`src/rtl/mem_ctrl.sv`:
```
// mem_ctrl: byte-wide synchronous RAM responder for ICache word fetches and LSU loads/stores.
// Build option MEM_PIPE_READ_EN overlaps read address issue with data capture.
//
// state | meaning
// IDLE  | sample requests (LS over IC), or sit out the post-completion gap
// IC_RD | fetch 4 bytes for the ICache
// LS_RD | load 1/2/4 bytes for the LSU
// LS_WR | store 1/2/4 bytes, one byte per cycle, held off by a full IO buffer
module mem_ctrl (
  input  logic        clk,
  input  logic        rst,
  input  logic        rdy,
  input  logic        IC_rn,
  input  logic [31:0] IC_addr,
  output logic        IC_ready,
  output logic [31:0] IC_value,
  input  logic        LS_rn,
  input  logic        LS_wn,
  input  logic [31:0] LS_addr,
  input  logic [1:0]  LS_size,
  input  logic        LS_sext,
  input  logic [31:0] LS_wdata,
  output logic        LS_ready,
  output logic [31:0] LS_value,
  input  logic [7:0]  mem_din,
  output logic [7:0]  mem_dout,
  output logic [31:0] mem_a,
  output logic        mem_wr,
  input  logic        io_buffer_full
);

  typedef enum logic [1:0] {
    IDLE  = 2'd0,
    IC_RD = 2'd1,
    LS_RD = 2'd2,
    LS_WR = 2'd3
  } state_t;

  state_t      state_q, state_d;
  logic [1:0]  size_q, size_d;
  logic        sext_q, sext_d;
  logic        io_sel_q, io_sel_d;
  logic [31:0] wdata_q, wdata_d;
  logic [2:0]  cnt_q, cnt_d;
  logic [31:0] data_q, data_d;
  logic [1:0]  skip_q, skip_d;
  logic [31:0] mem_a_q, mem_a_d;
  logic        ic_ready_q, ic_ready_d;
  logic [31:0] ic_value_q, ic_value_d;
  logic        ls_ready_q, ls_ready_d;
  logic [31:0] ls_value_q, ls_value_d;

  logic [1:0]  last_idx;
  logic [7:0]  din_b;
  logic        cap_en;
  logic [1:0]  cap_idx;
  logic        rd_last;
  logic        rd_adv;
  logic        wr_last;
  logic        io_stall;
  logic [31:0] cap_word;
  logic [31:0] ls_fmt;
  logic [7:0]  wr_byte;

  always_comb begin
    last_idx = 2'd3;
    case (size_q)
      2'd0:    last_idx = 2'd0;
      2'd1:    last_idx = 2'd1;
      default: last_idx = 2'd3;
    endcase
  end

`ifdef MEM_PIPE_READ_EN
  // The RAM keeps answering while rdy is low, so the byte that was in flight
  // when the freeze began is saved and replayed on the first resumed cycle.
  logic       frz_q;
  logic [7:0] din_sav_q;

  always_ff @(posedge clk) begin
    if (rst) begin
      frz_q     <= 1'b0;
      din_sav_q <= 8'h00;
    end else begin
      frz_q <= ~rdy;
      if (!rdy && !frz_q) din_sav_q <= mem_din;
    end
  end

  assign din_b   = frz_q ? din_sav_q : mem_din;
  assign cap_en  = (cnt_q != 3'd0);
  assign cap_idx = cnt_q[1:0] - 2'd1;
  assign rd_last = (cnt_q == ({1'b0, last_idx} + 3'd1));
  assign rd_adv  = (cnt_q < {1'b0, last_idx});
`else
  // Two cycles per byte: address in the even cycle, capture in the odd one.
  assign din_b   = mem_din;
  assign cap_en  = cnt_q[0];
  assign cap_idx = cnt_q[2:1];
  assign rd_last = cnt_q[0] && (cnt_q[2:1] == last_idx);
  assign rd_adv  = cnt_q[0];
`endif

  always_comb begin
    cap_word = data_q;
    cap_word[{cap_idx, 3'b000} +: 8] = din_b;
  end

  always_comb begin
    ls_fmt = cap_word;
    case (size_q)
      2'd0:    ls_fmt = {{24{sext_q & cap_word[7]}}, cap_word[7:0]};
      2'd1:    ls_fmt = {{16{sext_q & cap_word[15]}}, cap_word[15:0]};
      default: ls_fmt = cap_word;
    endcase
  end

  assign wr_last  = (cnt_q[1:0] == last_idx);
  assign io_stall = io_sel_q & io_buffer_full;
  assign wr_byte  = wdata_q[{cnt_q[1:0], 3'b000} +: 8];
  assign mem_wr   = (state_q == LS_WR) & rdy & ~io_stall;
  assign mem_dout = mem_wr ? wr_byte : 8'h00;

  always_comb begin
    state_d    = state_q;
    size_d     = size_q;
    sext_d     = sext_q;
    io_sel_d   = io_sel_q;
    wdata_d    = wdata_q;
    cnt_d      = cnt_q;
    data_d     = data_q;
    skip_d     = skip_q;
    mem_a_d    = mem_a_q;
    ic_ready_d = 1'b0;
    ic_value_d = ic_value_q;
    ls_ready_d = 1'b0;
    ls_value_d = ls_value_q;

    case (state_q)
      IDLE: begin
        if (skip_q != 2'd0) begin
          skip_d = skip_q - 2'd1;
        end else if (LS_wn || LS_rn) begin
          state_d  = LS_wn ? LS_WR : LS_RD;
          size_d   = LS_size;
          sext_d   = LS_sext;
          io_sel_d = (LS_addr[17:16] == 2'b11);
          wdata_d  = LS_wdata;
          mem_a_d  = LS_addr;
          cnt_d    = 3'd0;
          data_d   = 32'h0;
        end else if (IC_rn) begin
          state_d  = IC_RD;
          size_d   = 2'd2;
          sext_d   = 1'b0;
          io_sel_d = 1'b0;
          mem_a_d  = IC_addr;
          cnt_d    = 3'd0;
          data_d   = 32'h0;
        end
      end

      IC_RD, LS_RD: begin
        cnt_d = cnt_q + 3'd1;
        if (cap_en) data_d = cap_word;
        if (rd_last) begin
          state_d = IDLE;
          skip_d  = 2'd2;
          if (state_q == IC_RD) begin
            ic_ready_d = 1'b1;
            ic_value_d = cap_word;
          end else begin
            ls_ready_d = 1'b1;
            ls_value_d = ls_fmt;
          end
        end else if (rd_adv) begin
          mem_a_d = mem_a_q + 32'd1;
        end
      end

      LS_WR: begin
        if (!io_stall) begin
          if (wr_last) begin
            state_d    = IDLE;
            skip_d     = 2'd2;
            ls_ready_d = 1'b1;
          end else begin
            cnt_d   = cnt_q + 3'd1;
            mem_a_d = mem_a_q + 32'd1;
          end
        end
      end

      default: state_d = IDLE;
    endcase
  end

  always_ff @(posedge clk) begin
    if (rst) begin
      state_q    <= IDLE;
      size_q     <= 2'd0;
      sext_q     <= 1'b0;
      io_sel_q   <= 1'b0;
      wdata_q    <= 32'h0;
      cnt_q      <= 3'd0;
      data_q     <= 32'h0;
      skip_q     <= 2'd0;
      mem_a_q    <= 32'h0;
      ic_ready_q <= 1'b0;
      ic_value_q <= 32'h0;
      ls_ready_q <= 1'b0;
      ls_value_q <= 32'h0;
    end else if (rdy) begin
      state_q    <= state_d;
      size_q     <= size_d;
      sext_q     <= sext_d;
      io_sel_q   <= io_sel_d;
      wdata_q    <= wdata_d;
      cnt_q      <= cnt_d;
      data_q     <= data_d;
      skip_q     <= skip_d;
      mem_a_q    <= mem_a_d;
      ic_ready_q <= ic_ready_d;
      ic_value_q <= ic_value_d;
      ls_ready_q <= ls_ready_d;
      ls_value_q <= ls_value_d;
    end
  end

  assign mem_a    = mem_a_q;
  assign IC_ready = ic_ready_q;
  assign IC_value = ic_value_q;
  assign LS_ready = ls_ready_q;
  assign LS_value = ls_value_q;

endmodule

```
`config.mk`:
```
export PLATFORM = sky130hd
export DESIGN_NAME = mem_ctrl
export DESIGN_NICKNAME = d
export VERILOG_FILES = /design/src/rtl/mem_ctrl.sv
export SDC_FILE = /design/constraint.sdc
export NUM_CORES = 1
export LEC_CHECK = 0
export BUFFER_PORTS_ARGS = -buffer_cell sky130_fd_sc_hd__buf_2
export CORE_ASPECT_RATIO = 0.6
export CORE_UTILIZATION = 41
export DETAILED_ROUTE_END_ITERATION = 10
export PLACE_DENSITY = 0.67
export SYNTH_ARGS = -nofsm -noshare
export SYNTH_HDL_FRONTEND = slang
export SYNTH_SLANG_ARGS = --single-unit
```
`constraint.sdc`:
```
create_clock -name clk -period 3.25 [get_ports clk]
set_input_delay 0.4875 -clock clk [delete_from_list [all_inputs] [get_ports clk]]
set_output_delay 0.4875 -clock clk [all_outputs]
set_load 0.1 [all_outputs]
```
==> results.py, run 1 <==
metrics = {
    "clocking": {
        "cts_root_buf": "clkbuf_16",
        "cts.clk_slew.worst_paths_ns": 0.07,
        "ctsHoldBuffers": 0,
        "clockBufferDepth": 2,
        "cts_tree": "yes",
        "h-tree-depth": 4,
        "post_cts_resized": 0,
        "postCtsSetupRepairBufs": 0,
        "clkSinkCount": 173,
        "numCtsBuffers": 17,
        "clk_latency_ns": 0.43,
    },
    "timing": {
        "fin_crit_sh_pct": 93.1,
        "fin_setup_tns_ns": 0,
        "clock_skew_ns": 0.00836,
        "finalMaxSlewViolations": 0,
        "max_freq_mhz": 330,
        "rsz0062_at_grt": "false",
        "holdWs_ns": 0.289,
        "layout_min_cycle_time_ns": 3.03,
        "slew-limit-headroom_pct": 39.4,
        "finalHoldViolations": 0,
        "finalSetupViolCount": 0,
        "tightest_slew_ns": 0.909,
    },
    "floorplan": {
        "dieArea_mm2": 0.0208,
        "start_util_pct": 42.7,
        "io_pins": 221,
        "dieWidth_um": 186,
        "core_area_mm2": 0.0194,
        "rows": 39,
        "fp.dieH_um": 112,
    },
    "grt": {
        "grt_pass1_wl_mm": 41.5,
        "grt_pass1_vias": 7643,
        "grt-ovfl-total": 0,
        "grt_max_degree": 143,
        "antenna_found_initial": 0,
        "grtUsageTotal_pct": 25.3,
    },
    "setup_path": {
        "critPathKind": "reg -> out",
        "r2r_end": "LS_value[25]$_SDFFE_PP0P_",
        "r2r_start": "state_q[0]$_SDFFE_PP0P_",
        "r2r_setup_slack_ns": 0.56,
        "cp-start-kind": "flop",
        "arrival_ns": 2.54,
        "crit_path_start": "state_q[0]$_SDFFE_PP0P_",
        "cp-endpoint": "mem_dout[2]",
        "critical_path_peak_fanout": 9,
        "worst_ep_required_time_ns": 2.76,
        "r2r_cells": 8,
        "endpoint_kind": "output port",
    },
    "final_layout": {
        "area_growth_pct": 23.7,
        "drive_above_1_share_pct": 24.0,
        "antenna_cells": 0,
        "postLayoutCellArea_mm2": 0.0103,
        "final_nets": 1389,
    },
    "logic_synthesis": {
        "synth_area_mm2": 0.00829,
        "synthTopCellsByArea": "dfxtp_1 (42%), nand2_1 (8.2%), a21oi_1 (6.0%)",
        "syn-num-nets": 1207,
        "synth_top_flop_cell": "dfxtp_1",
        "synthCells": 1082,
        "postSynthAreaPerCell_um2": 7.66,
        "ys_types": 63,
        "synth_top_cell_area_share_pct": 41.8,
        "seq_area_frac_synth_pct": 41.8,
        "ys_seq_elements": 173,
        "ys_warn_count": 0,
        "async_flop_share_pct": 0,
        "synth_edf_count": 0,
        "synth_top_area_cell": "dfxtp_1",
    },
    "power_and_ir_drop": {
        "p_per_area_mw_per_mm2": 794,
        "irDropWorstVdd_mv": 0.412,
        "leakage_nw": 4.23,
    },
    "detailed_routing": {
        "drt_first_pass_iters": 5,
        "wl_mm": 25.8,
        "viasPerCell": 5.44,
        "dr_total_vias": 8400,
        "wl_per_cell_um": 16.7,
        "initialDrtViolationCount": 715,
        "drcViolationCount": 0,
        "antenna_left": 0,
    },
    "placed_design": {
        "gp_congestion": 0.885,
        "dpl_cell_area_mm2": 0.00965,
        "hpwlAfterDp_mm": 17.9,
        "port-buffer-count": 220,
    },
    "run": {
        "maxCapViolations": 0,
    },
    "min_path": {
        "hp-class": "in -> reg",
        "hp-start": "LS_wdata[21]",
    },
    "run_status": {
        "status": "completed",
    },
}
area by class of cell:
class / instances / area (um^2)
clock buffers: 18 / 439
clock inverters: 14 / 158
fillers: 1909 / 9170
inverters: 40 / 150
multi-input cells: 785 / 4390
flip-flops and latches: 173 / 3460
well taps: 266 / 333
repair buffers: 247 / 1320
cells by family after synthesis:
kind of cell / Yosys count / share of synthesized area (%)
DFF: 173 / 41.8
xor gates and xnor gates: 2 / 0.211
AOI/OAI and AO/OA: 308 / 23.1
and+or+nand+nor: 444 / 23.8
buffers and inverters: 124 / 5.69
muxes: 20 / 3.67
adders and majority gates: 11 / 1.66
per-stage QoR:
stage	setup slack (ns)	total power [mW]	cells	util [%]
after detailed placement	0.586	6.08	1511	49.7
final	0.224	8.14	1543	52.8
after global routing	0.104	8.57	1543	52.8
after global placement	0.677	6.05	1511	49.7
after CTS	0.219	8.16	1543	52.8
after floorplan	0.188	5.28	1082	-
per-layer routing:
layer / global-route usage (%) / vias up / wire, um
li1: - / 4176 / -
met1: 39.5 / 3882 / 13400
met2: 35.1 / 324 / 10300
met3: 5.42 / 18 / 1930
met4: 5.03 / 0 / 197
met5: 0 / - / 0
critical path, cell delays in order (launching register included):
cell and delay [ns]:
dfxtp_1 0.40, ha_1 0.37, inv_1 0.11, or3_1 0.58, nor2b_1 0.21, buf_2 0.45
where the power goes:
part | leakage (nW) | internal, mW | total (mW) | switching, mW
Sequential | 1.40 | 2.39 | 2.66 | 0.270
Clock | 0.290 | 1.17 | 2.08 | 0.908
Combinational | 2.54 | 0.841 | 3.40 | 2.56
layout by cell type, fill, tap and decap left out, types with 4 or more instances in the layout:
cell type and count:
buf_2 219, nand2_1 182, dfxtp_1 173, nor2_1 125, a21oi_1 100, o21ai_0 82, inv_1 38, nor3_1 36
nand3_1 27, buf_4 27, a22oi_1 26, a211oi_1 22, nor2b_1 18, clkbuf_16 17, a31oi_1 14, and3_1 12
ha_1 10, mux2i_1 9, mux4_2 8, nand4_1 8, a2bb2oi_1 8, a41o_1 6, a32o_1 6, or3_1 4
o21a_1 4, o311ai_0 4, o41ai_1 4, and4_1 4, o31ai_1 4, nor4_1 4, inv_6 4
sequential cells by signal, summed over array words and instances, names as in the netlist:
name and cells:
data_q 32, state_q 2, skip_q 2, IC_ready 1
LS_ready 1, IC_value 32, wdata_q 32, sext_q 1
io_sel_q 1, mem_a 32, LS_value 32, cnt_q 3
size_q 2
Yosys cell counts (2+ instances only):
| master | count |
|---|---|
| mux4_2 | 8 |
| o32ai_1 | 3 |
| or2_2 | 3 |
| nand3_1 | 27 |
| nand2b_1 | 2 |
| a21o_1 | 2 |
| buf_1 | 13 |
| and3_1 | 12 |
| inv_1 | 38 |
| o21a_1 | 4 |
| a31oi_1 | 14 |
| ha_1 | 11 |
| o31a_1 | 3 |
| nor2b_1 | 18 |
| a2bb2oi_1 | 8 |
| and4_1 | 4 |
| mux2i_1 | 9 |
| nor3_1 | 38 |
| a32o_1 | 6 |
| mux2_2 | 3 |
| nor2_1 | 127 |
| nand2_1 | 182 |
| o2bb2ai_1 | 2 |
| nand4_1 | 8 |
| o211ai_1 | 3 |
| clkbuf_1 | 66 |
| o21ai_0 | 82 |
| nor4_1 | 5 |
| nand3b_1 | 2 |
| a21oi_1 | 100 |
| buf_2 | 5 |
| a22oi_1 | 26 |
| or3_1 | 4 |
| dfxtp_1 | 173 |
| o31ai_1 | 4 |
| a211oi_1 | 22 |
| o22ai_1 | 2 |
| o41ai_1 | 4 |
| a41o_1 | 6 |
| a31o_2 | 3 |
| and2_1 | 3 |
| o311ai_0 | 4 |
| nor4bb_1 | 3 |
how the worst min path moves through the flow:
stage | end | slack (ns) | cells past startpoint
after floorplan | wdata_q[10]$_SDFFE_PP0P_ | 0.43 | 2
after global placement | wdata_q[19]$_SDFFE_PP0P_ | 0.44 | 2
after detailed placement | wdata_q[27]$_SDFFE_PP0P_ | 0.44 | 2
after CTS | wdata_q[18]$_SDFFE_PP0P_ | 0.27 | 3
after global routing | wdata_q[25]$_SDFFE_PP0P_ | 0.28 | 3
final | wdata_q[21]$_SDFFE_PP0P_ | 0.29 | 3
Power figures use the tool's default switching activity.
==> run 2: changes to the inputs <==
--- a/config.mk
+++ b/config.mk
@@ -9,7 +9,10 @@
 export CORE_ASPECT_RATIO = 0.6
 export CORE_UTILIZATION = 41
 export DETAILED_ROUTE_END_ITERATION = 10
+export MAX_ROUTING_LAYER = met4
 export PLACE_DENSITY = 0.67
+export SETUP_SLACK_MARGIN = 0.5
+export SKIP_LAST_GASP = 1
 export SYNTH_ARGS = -nofsm -noshare
 export SYNTH_HDL_FRONTEND = slang
 export SYNTH_SLANG_ARGS = --single-unit
==> run 2 against run 1 <==
  * Worst setup slack gained 0.42 ns
  * Sequential cell count unchanged
  * Sequential power hardly changed
  * Maximum frequency up 16%
  * Critical endpoint is now mem_dout[4]
  * Critical path depth unchanged
  * Clock power about the same
==> results.py, run 2 (synthesized netlist as in run 1, its figures left out) <==
metrics = {
    "run_status": {
        "status": "completed",
    },
    "final_layout": {
        "area_growth_pct": 24.2,
        "final_nets": 1390,
        "num-fill-cells": 1897,
        "mostFrequentLayoutCells": "buf_2 (210), nand2_1 (182), dfxtp_1 (172)",
        "fin_cells": 1544,
        "postLayoutCoreUtil_pct": 53.0,
        "final_common_cell": "buf_2",
        "drive_above_1_share_pct": 24.4,
        "antenna_cells": 0,
    },
    "detailed_routing": {
        "viasPerCell": 5.46,
        "wl_mm": 26.0,
        "initialDrtViolationCount": 633,
        "drt_first_pass_iters": 5,
        "drcViolationCount": 0,
        "dr_total_vias": 8427,
        "antenna_left": 0,
        "wl_per_cell_um": 16.8,
    },
    "placed_design": {
        "port-buffer-count": 220,
        "dp.cells": 1512,
        "hpwlAfterDp_mm": 18.2,
        "gp_congestion": 0.875,
    },
    "timing": {
        "rsz0062_at_grt": "false",
        "clock_skew_ns": 0.0104,
        "slew-limit-headroom_pct": 36.7,
        "finalMaxSlewViolations": 0,
        "tightest_slew_ns": 0.950,
        "finalHoldViolations": 0,
        "finalSetupViolCount": 0,
        "layout_min_cycle_time_ns": 2.60,
        "holdWs_ns": 0.293,
        "max_freq_mhz": 384,
        "fin_crit_sh_pct": 80.1,
        "fin_setup_tns_ns": 0,
    },
    "setup_path": {
        "crit_path_start": "state_q[0]$_SDFFE_PP0P_",
        "endpoint_kind": "output port",
        "r2r_cells": 5,
        "r2r_setup_slack_ns": 0.71,
        "critical_path_peak_fanout": 9,
        "worst_ep_required_time_ns": 2.76,
        "cp-start-kind": "flop",
        "arrival_ns": 2.12,
        "r2r_end": "mem_a[28]$_SDFFE_PP0P_",
        "r2r_start": "size_q[0]$_SDFFE_PP0P_",
        "critPathKind": "reg -> out",
    },
    "clocking": {
        "numCtsBuffers": 17,
        "cts_root_buf": "clkbuf_16",
        "h-tree-depth": 4,
        "cts.clk_slew.worst_paths_ns": 0.07,
        "clk_latency_ns": 0.43,
        "cts_tree": "yes",
        "clkSinkCount": 173,
        "postCtsSetupRepairBufs": 0,
        "clockBufferDepth": 2,
        "ctsHoldBuffers": 0,
    },
    "floorplan": {
        "dieWidth_um": 186,
        "fp.dieH_um": 112,
        "rows": 39,
        "dieArea_mm2": 0.0208,
        "start_util_pct": 42.7,
        "core_area_mm2": 0.0194,
        "io_pins": 221,
    },
    "grt": {
        "grt_pass1_wl_mm": 41.5,
        "grt-ovfl-total": 0,
        "grt_pass1_vias": 7796,
        "grt_max_degree": 87,
        "grtUsageTotal_pct": 26.1,
        "antenna_found_initial": 0,
    },
    "run": {
        "maxCapViolations": 0,
    },
    "min_path": {
        "hp-start": "LS_wdata[24]",
        "worstHoldPathCells": 3,
        "hp-class": "in -> reg",
        "holdPathEnd": "wdata_q[24]$_SDFFE_PP0P_",
    },
    "power_and_ir_drop": {
        "leakage_nw": 4.23,
        "irDropWorstVdd_mv": 0.515,
        "p_per_area_mw_per_mm2": 791,
    },
}
==> run 2: cell count changes in the layout (fill, tap and decap cells not counted), moves of 2 or more <==
cell	previous run	this run
buf_4	27	35
inv_6	4	2
buf_2	219	210
buf_6	0	2
==> run 2: critical path, stage by stage (launching register included) <==
cell     delay [ns]
dfxtp_1        0.40
ha_2           0.29
inv_1          0.08
or3_4          0.46
nor2b_1        0.15
buf_4          0.30
==> run 2: final cells by class <==
class	count	area [um^2]	share of cell area (%)
Tap cell	266	333	3.23
Sequential cell	173	3460	33.6
Clock inverter	12	136	1.32
Multi-Input combinational cell	785	4400	42.7
Inverter	40	150	1.46
Timing Repair Buffer	248	1360	13.2
Clock buffer	20	457	4.43
==> run 2: routing by layer <==
metal	up-vias	global-route usage (%)	routed length (um)
li1	4180	-	-
met1	3861	38.9	13500
met2	365	35.2	10100
met3	21	6.00	2120
met4	0	6.01	269
met5	-	-	0
==> run 2: how the worst max path moves through the flow <==
stage                     cells after the start  slack (ns)                         to
after floorplan                               5        0.19                mem_dout[0]
after global placement                        5        0.67     mem_a[27]$_SDFFE_PP0P_
after detailed placement                      8        0.57  LS_value[18]$_SDFFE_PP0P_
after CTS                                     5        0.52                mem_dout[2]
after global routing                          5        0.50                mem_dout[5]
final                                         5        0.65                mem_dout[4]
==> run 2: power breakdown <==
group / leakage [nW] / total [mW] / switching [mW] / internal (mW)
combinational: 2.55 / 3.42 / 2.57 / 0.851
clock: 0.283 / 2.06 / 0.885 / 1.18
sequential: 1.40 / 2.66 / 0.267 / 2.39
total: 4.23 / 8.15 / 3.72 / 4.42
==> run 2: what timing repair did <==
| action | in CTS | in global routing |
|---|---|---|
| hold endpoints to repair | 0 | 0 |
| resized for setup | 11 | 4 |
| setup endpoints to repair | 9 | 24 |
==> run 2: per-stage QoR <==
| step | setup slack (ns) | power (mW) | instance area (um^2) |
|---|---|---|---|
| floorplan | 0.188 | 5.28 | 8290 |
| global placement | 0.675 | 6.08 | 9660 |
| finish | 0.645 | 8.15 | 10300 |
| detailed placement | 0.570 | 6.10 | 9660 |
| global route | 0.501 | 8.56 | 10300 |
| CTS | 0.521 | 8.17 | 10300 |
